`src/rtl/div_unit_pkg.sv`:
```
// Shared divider definitions: width, div_op encodings, FSM states and op decode helpers.
package div_unit_pkg;
  localparam int XLEN  = 32;
  localparam int CNT_W = $clog2(XLEN) + 1;

  typedef enum logic [1:0] {
    DIV_OP_DIV  = 2'b00,
    DIV_OP_DIVU = 2'b01,
    DIV_OP_REM  = 2'b10,
    DIV_OP_REMU = 2'b11
  } div_op_e;

  typedef enum logic [1:0] {
    S_IDLE = 2'b00,
    S_CALC = 2'b01,
    S_DONE = 2'b10
  } state_e;

  function automatic logic op_is_signed(input logic [1:0] op);
    return !op[0];
  endfunction

  function automatic logic op_is_rem(input logic [1:0] op);
    return op[1];
  endfunction
endpackage

```
`src/rtl/div_unit_if.sv`:
```
// Request/result bundle between EX-stage control and the divider.
interface div_unit_if;
  import div_unit_pkg::*;

  logic            start;
  logic [1:0]      div_op;
  logic [XLEN-1:0] op_a;
  logic [XLEN-1:0] op_b;
  logic            flush;
  logic            busy;
  logic            done;
  logic [XLEN-1:0] res;

  modport master (output start, div_op, op_a, op_b, flush, input busy, done, res);
  modport slave  (input start, div_op, op_a, op_b, flush, output busy, done, res);
endinterface

```
`src/rtl/div_unit_step.sv`:
```
// One combinational restoring-division iteration on unsigned magnitudes.
module div_unit_step
  import div_unit_pkg::*;
(
  input  logic [XLEN-1:0] rem,
  input  logic [XLEN-1:0] quo,
  input  logic [XLEN-1:0] divisor,
  output logic [XLEN-1:0] rem_nxt,
  output logic [XLEN-1:0] quo_nxt
);
  logic [XLEN:0] rem_sh;
  logic [XLEN:0] diff;

  // rem < divisor on entry, so the shifted remainder always fits in XLEN+1 bits
  always_comb begin
    rem_sh = {rem, quo[XLEN-1]};
    diff   = rem_sh - {1'b0, divisor};
    if (diff[XLEN]) begin
      rem_nxt = rem_sh[XLEN-1:0];
      quo_nxt = {quo[XLEN-2:0], 1'b0};
    end else begin
      rem_nxt = diff[XLEN-1:0];
      quo_nxt = {quo[XLEN-2:0], 1'b1};
    end
  end
endmodule

```
`src/rtl/div_unit.sv`:
```
// Iterative radix-2 RV32M divider: 33-cycle latency (special cases 1 cycle), start ignored while busy.
// Define DIV_REUSE_EN to keep the last result pair so DIV/REM on the same operands completes in 1 cycle.
module div_unit
  import div_unit_pkg::*;
(
  input  logic       clk,
  input  logic       rst,
  div_unit_if.slave  dif
);
  state_e            state;
  logic [CNT_W-1:0]  count;
  logic [XLEN-1:0]   rem_q, quo_q, dvs_q, res_q;
  logic              neg_q, neg_r, is_rem, busy_q, done_q;

  logic              sgn_in, rem_in, is_special;
  logic [XLEN-1:0]   abs_a, abs_b, spec_res;
  logic [XLEN-1:0]   rem_nxt, quo_nxt, fix_q, fix_r;

  div_unit_step u_step (
    .rem     (rem_q),
    .quo     (quo_q),
    .divisor (dvs_q),
    .rem_nxt (rem_nxt),
    .quo_nxt (quo_nxt)
  );

  always_comb begin
    sgn_in     = op_is_signed(dif.div_op);
    rem_in     = op_is_rem(dif.div_op);
    abs_a      = (sgn_in && dif.op_a[XLEN-1]) ? -dif.op_a : dif.op_a;
    abs_b      = (sgn_in && dif.op_b[XLEN-1]) ? -dif.op_b : dif.op_b;
    is_special = 1'b0;
    spec_res   = '0;
    if (dif.op_b == '0) begin
      is_special = 1'b1;
      spec_res   = rem_in ? dif.op_a : '1;
    end else if (sgn_in && dif.op_a == {1'b1, {(XLEN-1){1'b0}}} && dif.op_b == '1) begin
      is_special = 1'b1;
      spec_res   = rem_in ? '0 : dif.op_a;
    end
    fix_q = neg_q ? -quo_nxt : quo_nxt;
    fix_r = neg_r ? -rem_nxt : rem_nxt;
  end

`ifdef DIV_REUSE_EN
  logic [XLEN-1:0] a_q, b_q, c_a, c_b, c_quo, c_rem;
  logic            sgn_q, c_sgn, c_vld, hit;
  always_comb hit = c_vld && c_a == dif.op_a && c_b == dif.op_b && c_sgn == sgn_in;
`endif

  always_ff @(posedge clk or posedge rst) begin
    if (rst) begin
      state  <= S_IDLE;
      count  <= '0;
      rem_q  <= '0;
      quo_q  <= '0;
      dvs_q  <= '0;
      res_q  <= '0;
      neg_q  <= 1'b0;
      neg_r  <= 1'b0;
      is_rem <= 1'b0;
      busy_q <= 1'b0;
      done_q <= 1'b0;
`ifdef DIV_REUSE_EN
      a_q    <= '0;
      b_q    <= '0;
      sgn_q  <= 1'b0;
      c_a    <= '0;
      c_b    <= '0;
      c_quo  <= '0;
      c_rem  <= '0;
      c_sgn  <= 1'b0;
      c_vld  <= 1'b0;
`endif
    end else begin
      done_q <= 1'b0;
      if (dif.flush) begin
        state  <= S_IDLE;
        busy_q <= 1'b0;
        count  <= '0;
`ifdef DIV_REUSE_EN
        if (state == S_CALC) c_vld <= 1'b0;
`endif
      end else begin
        case (state)
          S_IDLE, S_DONE: begin
            state <= S_IDLE;
            if (dif.start) begin
              if (is_special) begin
                res_q  <= spec_res;
                done_q <= 1'b1;
                state  <= S_DONE;
              end
`ifdef DIV_REUSE_EN
              else if (hit) begin
                res_q  <= rem_in ? c_rem : c_quo;
                done_q <= 1'b1;
                state  <= S_DONE;
              end
`endif
              else begin
                state  <= S_CALC;
                busy_q <= 1'b1;
                count  <= CNT_W'(XLEN);
                rem_q  <= '0;
                quo_q  <= abs_a;
                dvs_q  <= abs_b;
                neg_q  <= sgn_in && (dif.op_a[XLEN-1] ^ dif.op_b[XLEN-1]);
                neg_r  <= sgn_in && dif.op_a[XLEN-1];
                is_rem <= rem_in;
`ifdef DIV_REUSE_EN
                a_q    <= dif.op_a;
                b_q    <= dif.op_b;
                sgn_q  <= sgn_in;
`endif
              end
            end
          end
          S_CALC: begin
            rem_q <= rem_nxt;
            quo_q <= quo_nxt;
            count <= count - CNT_W'(1);
            if (count == CNT_W'(1)) begin
              state  <= S_DONE;
              busy_q <= 1'b0;
              done_q <= 1'b1;
              res_q  <= is_rem ? fix_r : fix_q;
`ifdef DIV_REUSE_EN
              c_a    <= a_q;
              c_b    <= b_q;
              c_sgn  <= sgn_q;
              c_quo  <= fix_q;
              c_rem  <= fix_r;
              c_vld  <= 1'b1;
`endif
            end
          end
          default: state <= S_IDLE;
        endcase
      end
    end
  end

  assign dif.busy = busy_q;
  assign dif.done = done_q;
  assign dif.res  = res_q;
endmodule

```
`src/flat_wrapper.sv`:
```
// flat-port wrapper written by rule: the top's interface ports become plain ports
module div_unit_flat import div_unit_pkg::*;
  (clk, rst, dif_start, dif_div_op, dif_op_a, dif_op_b, dif_flush, dif_busy, dif_done, dif_res);
  div_unit_if dif_i ();
  input  logic clk;
  input  logic rst;
  input wire logic [$bits(dif_i.start)-1:0] dif_start;
  input wire logic [$bits(dif_i.div_op)-1:0] dif_div_op;
  input wire logic [$bits(dif_i.op_a)-1:0] dif_op_a;
  input wire logic [$bits(dif_i.op_b)-1:0] dif_op_b;
  input wire logic [$bits(dif_i.flush)-1:0] dif_flush;
  output wire logic [$bits(dif_i.busy)-1:0] dif_busy;
  output wire logic [$bits(dif_i.done)-1:0] dif_done;
  output wire logic [$bits(dif_i.res)-1:0] dif_res;
  assign dif_i.start = dif_start;
  assign dif_i.div_op = dif_div_op;
  assign dif_i.op_a = dif_op_a;
  assign dif_i.op_b = dif_op_b;
  assign dif_i.flush = dif_flush;
  assign dif_busy = dif_i.busy;
  assign dif_done = dif_i.done;
  assign dif_res = dif_i.res;
  div_unit u_core (.clk(clk), .rst(rst), .dif(dif_i));
endmodule
```
`config.mk`:
```
export PLATFORM = sky130hd
export DESIGN_NAME = div_unit_flat
export DESIGN_NICKNAME = d
export VERILOG_FILES = /design/src/rtl/div_unit_pkg.sv /design/src/rtl/div_unit_if.sv /design/src/rtl/div_unit_step.sv /design/src/rtl/div_unit.sv /design/src/flat_wrapper.sv
export SDC_FILE = /design/constraint.sdc
export NUM_CORES = 1
export LEC_CHECK = 0
export ABC_CLOCK_PERIOD_IN_PS = 5900
export CORE_ASPECT_RATIO = 0.6
export CORE_MARGIN = 2
export CORE_UTILIZATION = 44
export DETAILED_ROUTE_END_ITERATION = 10
export PLACE_DENSITY_LB_ADDON = 0.08
export SETUP_SLACK_MARGIN = 0.1
export SLEW_MARGIN = 20
export SYNTH_ARGS = -nofsm -noshare
export SYNTH_HDL_FRONTEND = slang
export SYNTH_SLANG_ARGS = --single-unit
```
`constraint.sdc`:
```
create_clock -name clk -period 5.9 [get_ports clk]
set_clock_uncertainty 0.15 [all_clocks]
set_input_delay 1.475 -clock clk [delete_from_list [all_inputs] [get_ports clk]]
set_output_delay 1.475 -clock clk [all_outputs]
set_load 0.005 [all_outputs]
```
# Yosys cells after proc, flatten, opt, wreduce, memory -nomap -nowiden
# Index checks and enable logic that the tools add are counted.
# totals
input_bits,70
ff_bits,141
output_inout_bits,34
word_cells,90
# classes
n_eq_ne,12
addsub,6
reduce_logical,16
n_bitwise,3
mux,42
# op_table
operator,n
32-bit two-way mux,17
32-bit case mux with 2 select lines,3
32-bit negation,4
32-bit equality test (second input constant),2
33-bit by 32-bit subtractor with 33-bit output,1
32-bit zero test,1
6-bit two-way mux,3
6-bit case mux with 2 select lines,1
4-bit AND reduction,3
1-bit two-way mux,11
2-bit two-way mux,4
6-bit by 1-bit equality test with 1-bit output (second input constant),1
3-bit inequality test (second input constant),2
6-bit by 1-bit subtractor with 6-bit output (second input constant),1
1-bit logical AND,5
5-bit AND reduction,1
2-bit by 1-bit inequality test with 1-bit output (second input constant),2
2-bit inequality test (second input constant),2
1-bit case mux with 2 select lines,2
2-bit case mux with 2 select lines,1
3-bit by 2-bit inequality test with 1-bit output (second input constant),1
3-bit AND reduction,1
3-bit nonzero test,1
2-bit by 1-bit equality test with 1-bit output (second input constant),1
7 further kinds,8

# Depth between registers and ports, before layout
# Gate-level depths: netlist (run 1).
# depth
ltp_word,9
mapped_depth,22

# Cells and area by module
# Synthesis (run 1) repeated with hierarchy kept, for this count alone.
# hier_totals
hier_cells,1494
hier_area_um2,12358.1
# modules_own_cells
mod,instances,cells_per_inst,area_each_um2
div_unit,1,1158,9766.9
div_unit_step,1,336,2591.2

# Worst setup path before layout (run 1)
# Ideal clock, no wire load.
# synth_path
path_kind,flip-flop to flip-flop
from,register u_core.quo_q[31]
to,register u_core.res_q[20] (netlist: u_core.dif.res[20])
stages_incl_launch_ff,22
required_time_ns,5.646
period_less_slack_ns,4.586
path_buffers,4
t_arrival_ns,4.333
path_slack_ns,1.314
setup_ns,0.104
cell_sequence,dfrtp_1 inv_1 ha_1 fa_1 nand2b_1 a21boi_4 o211a_4 a21oi_2 a21o_1 xnor2_4 inv_2 buf_4 buf_4 buf_2 a21oi_1 ha_1 clkbuf_1 inv_1 o31ai_1 xor2_1 a21oi_1 a221oi_1
# synth_between
elab_chain_len,7
elab_cells_between_ends,10
classes_between,3 x add/sub; 7 x mux
# synth_lines
element,line_no,rtl
"start, declared",div_unit.sv:12,"logic [XLEN-1:0] rem_q, quo_q, dvs_q, res_q;"
"start signal, assigned",div_unit.sv:106,quo_q <= abs_a;
"start signal, assigned",div_unit.sv:121,quo_q <= quo_nxt;
33-bit by 32-bit subtractor with 33-bit output,div_unit_step.sv:17,"diff = rem_sh - {1'b0, divisor};"
1-bit two-way mux / 32-bit two-way mux (equally long branches),div_unit_step.sv:18,if (diff[XLEN]) begin
"32-bit negation, on equally long branches","div_unit.sv:41, div_unit.sv:42",
"32-bit two-way mux, on equally long branches","div_unit.sv:41, div_unit.sv:42",
32-bit two-way mux *,div_unit.sv:127,res_q <= is_rem ? fix_r : fix_q;
32-bit two-way mux *,div_unit.sv:123,if (count == CNT_W'(1)) begin
32-bit case mux with 2 select lines *,div_unit.sv:85,case (state)
"end signal, assigned",div_unit.sv:90,res_q <= spec_res;
"end signal, assigned",div_unit.sv:127,
"end, declared",div_unit.sv:12,
# Every way passes the cells marked *; elsewhere a longest branch is shown, timed or not. The select of a mux whose other input is x is not followed.
# A chain may end at the register's enable or synchronous reset.

# Worst setup path after layout (run 1)
# layout_path
from,input port dif_op_a[0]
to,register u_core.res_q[29] (netlist: u_core.dif.res[29])
# layout_between
elab_chain_len,8
elab_cells_between_ends,12
classes_between,2 x eq/ne; 7 x mux; 3 x reduce/logical
# layout_lines
element,line_no,rtl
"start, declared",flat_wrapper.sv:9,input wire logic [$bits(dif_i.op_a)-1:0] dif_op_a;
32-bit equality test *,div_unit.sv:37,"end else if (sgn_in && dif.op_a == {1'b1, {(XLEN-1){1'b0}}} && dif.op_b == '1) begin"
1-bit logical AND * (2 in a row),div_unit.sv:37,
32-bit two-way mux,div_unit.sv:37,
32-bit two-way mux,div_unit.sv:34,if (dif.op_b == '0) begin
32-bit two-way mux,div_unit.sv:89,if (is_special) begin
32-bit two-way mux,div_unit.sv:88,if (dif.start) begin
32-bit case mux with 2 select lines,div_unit.sv:85,
# Marks and branches as above.

==> run summary, run 1 <==
Die Ht: 132.6 µm
CTS H-Tree Depth: 4
total setup buffers inserted after CTS: 0
Initial Utilization: 0.4435
Layout area overhead: 16.77%
cts bufs inserted: 17
hpwl dp: 31520 µm
critical path's slowest cell: nor4_1
Post-Syn Area per Cell: 7.675 µm²
RSZ-0062 raised after global routing: no
Critical Setup Path Class: input port to register
Worst VDD drop: 0.0001832 V
leak pwr: 5.744 nW
DR DRC count: 0
final setup violation count: 0
Final Max Slew Viols: 0
internal power component: 2.690 mW
Die X: 218.3 µm
Post-Syn Instances: 1580
Main synth FF type: dfrtp_1
Worst path most repeated cell: or3_1
CP endpoint kind: register
fin crit share: 0.8606
min Tclk post-route: 5.077 ns
met1 Usage GRT: 0.4825
CTS-repair resized insts: 0
post-synth net total: 1690
share of layout cells above drive strength 1: 0.06719
WL/cell: 20.73 µm
final WL: 41880 µm
clk_lat worst skew: 0.46 ns
CTS clk-pin slew, worst paths: 0.06 ns
buffers added on ports: 103
fmax: 197.0 MHz
adder-cell share of the synthesized area: 0.04189
first-pass GRT wire length: 66450 µm
post-synthesis mux area share: 0.03683
worst reg2reg setup slack: 0.84 ns
Synth cell types: 83
CTS Sinks: 141
CP delay by family, top: simple AND/OR/NAND/NOR gates
critical-path cell list: clkdlybuf4s50_1 -> inv_1 -> ha_1 -> and2_1 -> nand4_1 -> or3_1 -> nor4_1 -> o21ai_1 -> a21o_1 -> inv_2 -> nand2_1 -> or3_1 -> mux2i_1 -> nor3_1
Routed Antenna Nets: 0
simple-gate share of the synthesized area: 0.2263
largest net degree at the start of global routing: 91
crit start category: input port
Flop pwr share: 0.324
Switching Power: 1.741 mW
max_cap viols: 0
DR vias/cell: 6.132
DR iter-0 viols: 1249
Pwr Density: 312.9 nW/µm²
area share of the largest cell type after synthesis: 0.2910
gpl congestion: 0.9293
outcome: completed
FF/Latch Area: 3528 µm²
Post-synth EDFFs: 0
Final Hold Fails: 0
GR peak layer: met1
combinational family with the most area after synthesis: compound AO/OA/AOI/OAI gates
DRT Pass-1 Iters: 5
setup_tns: 0 ns
fillcell total: 2696
worst path bufs/invs: 3
Slew Limit Headroom: 0.3499
Critical Path RT: 6.09 ns
slew at the pin with the worst max-slew slack: 0.9751 ns
Arr. time, crit path: 5.27 ns
Core Area: 27350 µm²
Synth async-reset ratio: 1.000
CP peak stage delay: 0.60 ns
placement row count: 47
xor and xnor fraction of the mapped netlist area: 0.08533
Crit path depth: 14
clock network fraction of design power: 0.269
global-route usage over all layers: 0.2950
Worst Hold Class: register to register
total I/O pin count: 104
complex-gate fraction of the synthesized area: 0.2677
top cells by area, synth: dfrtp_1 (29%), o21ai_0 (7.1%), a21oi_1 (5.3%)
register area share after synthesis: 0.2910
Synth area leader: dfrtp_1
Die ar.: 28950 µm²
clock buffer depth: 2
Root Driver: clkbuf_16
met3 Usage GRT: 0.06483
Logic pwr share: 0.406
hold depth: 2
Overflow after GRT: 0
CP max FO: 14
R2R depth: 18
commonest cells in the netlist: o21ai_0 (172), nand2_1 (167), dfrtp_1 (141), nor2_1 (138), a21oi_1 (129)
post-layout net count: 1749
vias in the first global route: 11429
most frequent cell after synthesis: o21ai_0
Multi-input gate area: 8029 µm²
FF+latch count, synth: 141
initial antenna violation count: 0
Fin Hold WS: 0.3308 ns
CTS tree: yes
GR Layer Usage met2: 0.3840
Switching Fraction: 0.3930
DR vias: 12387
mapped cell area: 12130 µm²
Hold Buf Count CTS: 0
Synthesis Warnings: 0
## cell type report
| cell class | instances | share of cell area |
|---|---|---|
| multi-input combinational | 1284 | 0.5670 |
| sequential | 141 | 0.2492 |
| timing repair buffer | 133 | 0.08960 |
| clock buffer | 21 | 0.03322 |
| tap | 367 | 0.03243 |
| inverter | 62 | 0.01679 |
| clock inverter | 11 | 0.01158 |
| antenna | 1 | 0.0001767 |
## tightest hold or removal path, delay by kind of cell (launching register included)
kind | cells | cell delay (ns)
AO/OA/AOI/OAI | 1 | 0.06
flip-flops | 1 | 0.34
AND/OR/NAND/NOR | 1 | 0.04
## flip-flops by register name, summed over array words and instances (netlist names)
| name | flops |
|---|---|
| u_core.quo_q | 32 |
| u_core.neg_q | 1 |
| u_core.dif.res | 32 |
| u_core.dif.busy | 1 |
| u_core.neg_r | 1 |
| u_core.is_rem | 1 |
| u_core.dif.done | 1 |
| u_core.count | 6 |
| u_core.dvs_q | 32 |
| u_core.rem_q | 32 |
| u_core.state | 2 |
## worst paths after layout
check	from	to
max in group asynchronous	rst	u_core.quo_q[26]
min in group asynchronous	rst	u_core.rem_q[0]
min	u_core.dvs_q[14]	u_core.dvs_q[14]
max reg2reg	u_core.quo_q[31]	u_core.dif.res[24]
max	dif_op_a[0]	u_core.dif.res[29]
min reg2reg	u_core.dvs_q[14]	u_core.dvs_q[14]
## per-stage QoR
stage,std cells,util,setup slack [ns],power [mW],cell area [µm²]
floorplan,1580,-,0.4938,2.543,12130
global placement,1987,0.4939,0.5689,3.198,13510
detailed placement,1987,0.4939,0.4189,3.211,13510
CTS,2019,0.5171,0.8928,4.416,14140
global route,2019,0.5177,0.4945,4.718,14160
finish,2020,0.5178,0.8227,4.431,14160
## cell families (layout without fill, tap and decap cells)
kind of cell	after synthesis	count (layout)
xor+xnor	116	116
compound gates	516	516
buf+inv	155	227
mux	43	43
flops	141	141
other cells	0	1
simple gates	569	569
fa+ha+maj	40	40
## layer usage
layer	wire length, µm	part of all wire
met1	21730	0.52
met2	16290	0.39
met3	3395	0.081
met4	460	0.011
met5	0	0
## placed cells by master (no fill, tap or decap), types with 30 or more instances in the layout
master,n
o21ai_0,172
nand3_1,52
a21oi_1,129
xor2_1,58
ha_1,39
nand2_1,167
nor2_1,137
o31ai_1,30
xnor2_1,57
dfrtp_1,141
inv_1,59
clkdlybuf4s50_1,103
nand4_1,30
mux2i_1,30
or3_1,30
nor3_1,42
## power groups by stage
stage	logic, mW	clock network (mW)	registers (mW)
2_1_floorplan	1.18	0	1.36
3_3_place_gp	1.76	0	1.44
3_5_place_dp	1.77	0	1.44
4_1_cts	1.78	1.21	1.43
5_1_grt	2.00	1.25	1.47
6_report	1.80	1.19	1.44
(Power assumes the default switching activity.)
==> inputs of run 2 (changes only) <==
- CTS_BUF_LIST: unset -> sky130_fd_sc_hd__clkbuf_8 sky130_fd_sc_hd__clkbuf_16
==> run 2 against run 1 <==
Register-to-register slack about the same. Via count about the same. Wire length about the same. Highest routed layer unchanged. Count of clock-buffer cells in the layout is 1 lower. Utilization unchanged. Die area is the same. Setup slack worse by 0.0020 ns. Combinational power barely moved. Non-clock buffer count is the same. Worst hold slack hardly changed.
==> run summary, run 2 (synthesis gave the netlist of run 1 again) <==
post-layout net count: 1749 (unchanged)
CP peak stage delay: 0.60 ns (about the same)
Die Ht: 132.6 µm (unchanged)
Initial Utilization: 0.4435 (unchanged)
Worst VDD drop: 0.0001832 V (about the same)
slew at the pin with the worst max-slew slack: 0.9837 ns (+0.008642 ns)
Die X: 218.3 µm (unchanged)
total setup buffers inserted after CTS: 0 (unchanged)
min Tclk post-route: 5.079 ns (+0.002039 ns)
DR vias/cell: 6.129 (about the same)
initial antenna violation count: 0 (unchanged)
clock buffer depth: 2 (unchanged)
total I/O pin count: 104 (unchanged)
cts bufs inserted: 17 (unchanged)
Layout area overhead: 16.77% (unchanged)
share of layout cells above drive strength 1: 0.06719 (unchanged)
Root Driver: clkbuf_16
Core Area: 27350 µm² (unchanged)
Overflow after GRT: 0 (unchanged)
Critical Path RT: 6.09 ns (about the same)
Final Hold Fails: 0 (unchanged)
crit start category: input port
Arr. time, crit path: 5.27 ns (about the same)
CTS-repair resized insts: 0 (unchanged)
Slew Limit Headroom: 0.3442 (-0.005761)
gpl congestion: 0.9293 (unchanged)
outcome: completed
DR vias: 12381 (-0.048%)
CP max FO: 14 (unchanged)
FF-to-FF Start: u_core.quo_q[31]
CP endpoint kind: register
CTS clk-pin slew, worst paths: 0.06 ns (about the same)
Worst Hold Class: register to register
Die ar.: 28950 µm² (unchanged)
Final Max Slew Viols: 0 (unchanged)
DP Worst Slack: 0.4189 ns (unchanged)
most common cell after layout, fill and taps aside: o21ai_0
fillcell total: 2696 (unchanged)
buffers added on ports: 103 (unchanged)
DP Area: 13510 µm² (unchanged)
crit path from: dif_op_a[0]
Routed Antenna Nets: 0 (unchanged)
RSZ-0062 raised after global routing: no
hpwl dp: 31520 µm (unchanged)
Design Area, Final: 14160 µm² (unchanged)
global-route usage over all layers: 0.2950 (unchanged)
fin crit share: 0.8609 (about the same)
fmax: 196.9 MHz (about the same)
leak pwr: 5.748 nW (about the same)
critical path's slowest cell: nor4_1
DR iter-0 viols: 1249 (unchanged)
CTS tree: yes
CTS Sinks: 141 (unchanged)
largest net degree at the start of global routing: 91 (unchanged)
setup_tns: 0 ns (unchanged)
Critical Setup Path Class: input port to register
critical-path cell list: clkdlybuf4s50_1 -> inv_1 -> ha_1 -> and2_1 -> nand4_1 -> or3_1 -> nor4_1 -> o21ai_1 -> a21o_1 -> inv_2 -> nand2_1 -> or3_1 -> mux2i_1 -> nor3_1
most frequent cells in the layout: o21ai_0 (172), nand2_1 (167), dfrtp_1 (141), nor2_1 (137), a21oi_1 (129)
DR DRC count: 0 (unchanged)
critical hold path startpoint: u_core.dvs_q[14]
CP delay by family, top: simple AND/OR/NAND/NOR gates
Pwr Density: 312.9 nW/µm² (about the same)
WL/cell: 20.74 µm (about the same)
Final Util: 0.5178 (unchanged)
clk_lat worst skew: 0.46 ns (about the same)
Worst path most repeated cell: or3_1
DRT Pass-1 Iters: 7 (+2)
vias in the first global route: 11429 (unchanged)
Hold Buf Count CTS: 0 (unchanged)
final setup violation count: 0 (unchanged)
CTS H-Tree Depth: 4 (unchanged)
max_cap viols: 0 (unchanged)
first-pass GRT wire length: 66450 µm (unchanged)
final WL: 41900 µm (about the same)
worst reg2reg setup slack: 0.84 ns (about the same)
Final Power: 4.431 mW (about the same)
Final WS setup: 0.8206 ns (-0.002039 ns)
worst path bufs/invs: 3 (unchanged)
placement row count: 47 (unchanged)
-- run 2: changes by cell type in the layout (fill, tap and decap cells not counted) --
cell      delta
inv_1        +1
clkbuf_1     -1
-- run 2: report_power, final --
group	total, mW	internal (mW)	switching (mW)
clock	1.19	0.736	0.457
combinational	1.80	0.760	1.04
sequential	1.44	1.19	0.246
total	4.43	2.69	1.74
-- run 2: area by class of cell --
class	count	area, µm²	share of cell area
flip-flops and latches	141	3528	0.2492
well taps	367	459.2	0.03243
clock inverters	12	167.7	0.01184
diodes	1	2.502	0.0001767
clock buffers	20	466.7	0.03296
repair buffers	133	1269	0.08960
inverters	62	237.7	0.01679
multi-input cells	1284	8029	0.5670
-- run 2: path summary, 6_finish.rpt --
check / end / depth (start not counted)
hold reg to reg: u_core.dvs_q[14] / 2
setup reg to reg: u_core.dif.res[24] / 18
hold / removal: u_core.dvs_q[14] / 2
setup / recovery: u_core.dif.res[29] / 14
min in group asynchronous: u_core.rem_q[0] / 2
max in group asynchronous: u_core.quo_q[26] / 3
-- run 2: worst min-delay path, stage by stage, from the launching register on --
cell and delay (ns):
dfrtp_1 0.34, nand2_1 0.04, o21ai_0 0.06
-- run 2: metrics by stage --
stage               instances  hold WS [ns]
global route             2019        0.3514
global placement         1987        0.3186
detailed placement       1987        0.3226
finish                   2020        0.3308
CTS                      2019        0.3368
floorplan                1580        0.2998
-- run 2: layer usage --
metal | up-vias | track usage | share of wire
met5 | - | 0 | 0
met4 | 0 | 0.05896 | 0.011
met3 | 37 | 0.06483 | 0.082
met2 | 496 | 0.3840 | 0.39
met1 | 5958 | 0.4825 | 0.52
li1 | 5890 | - | -
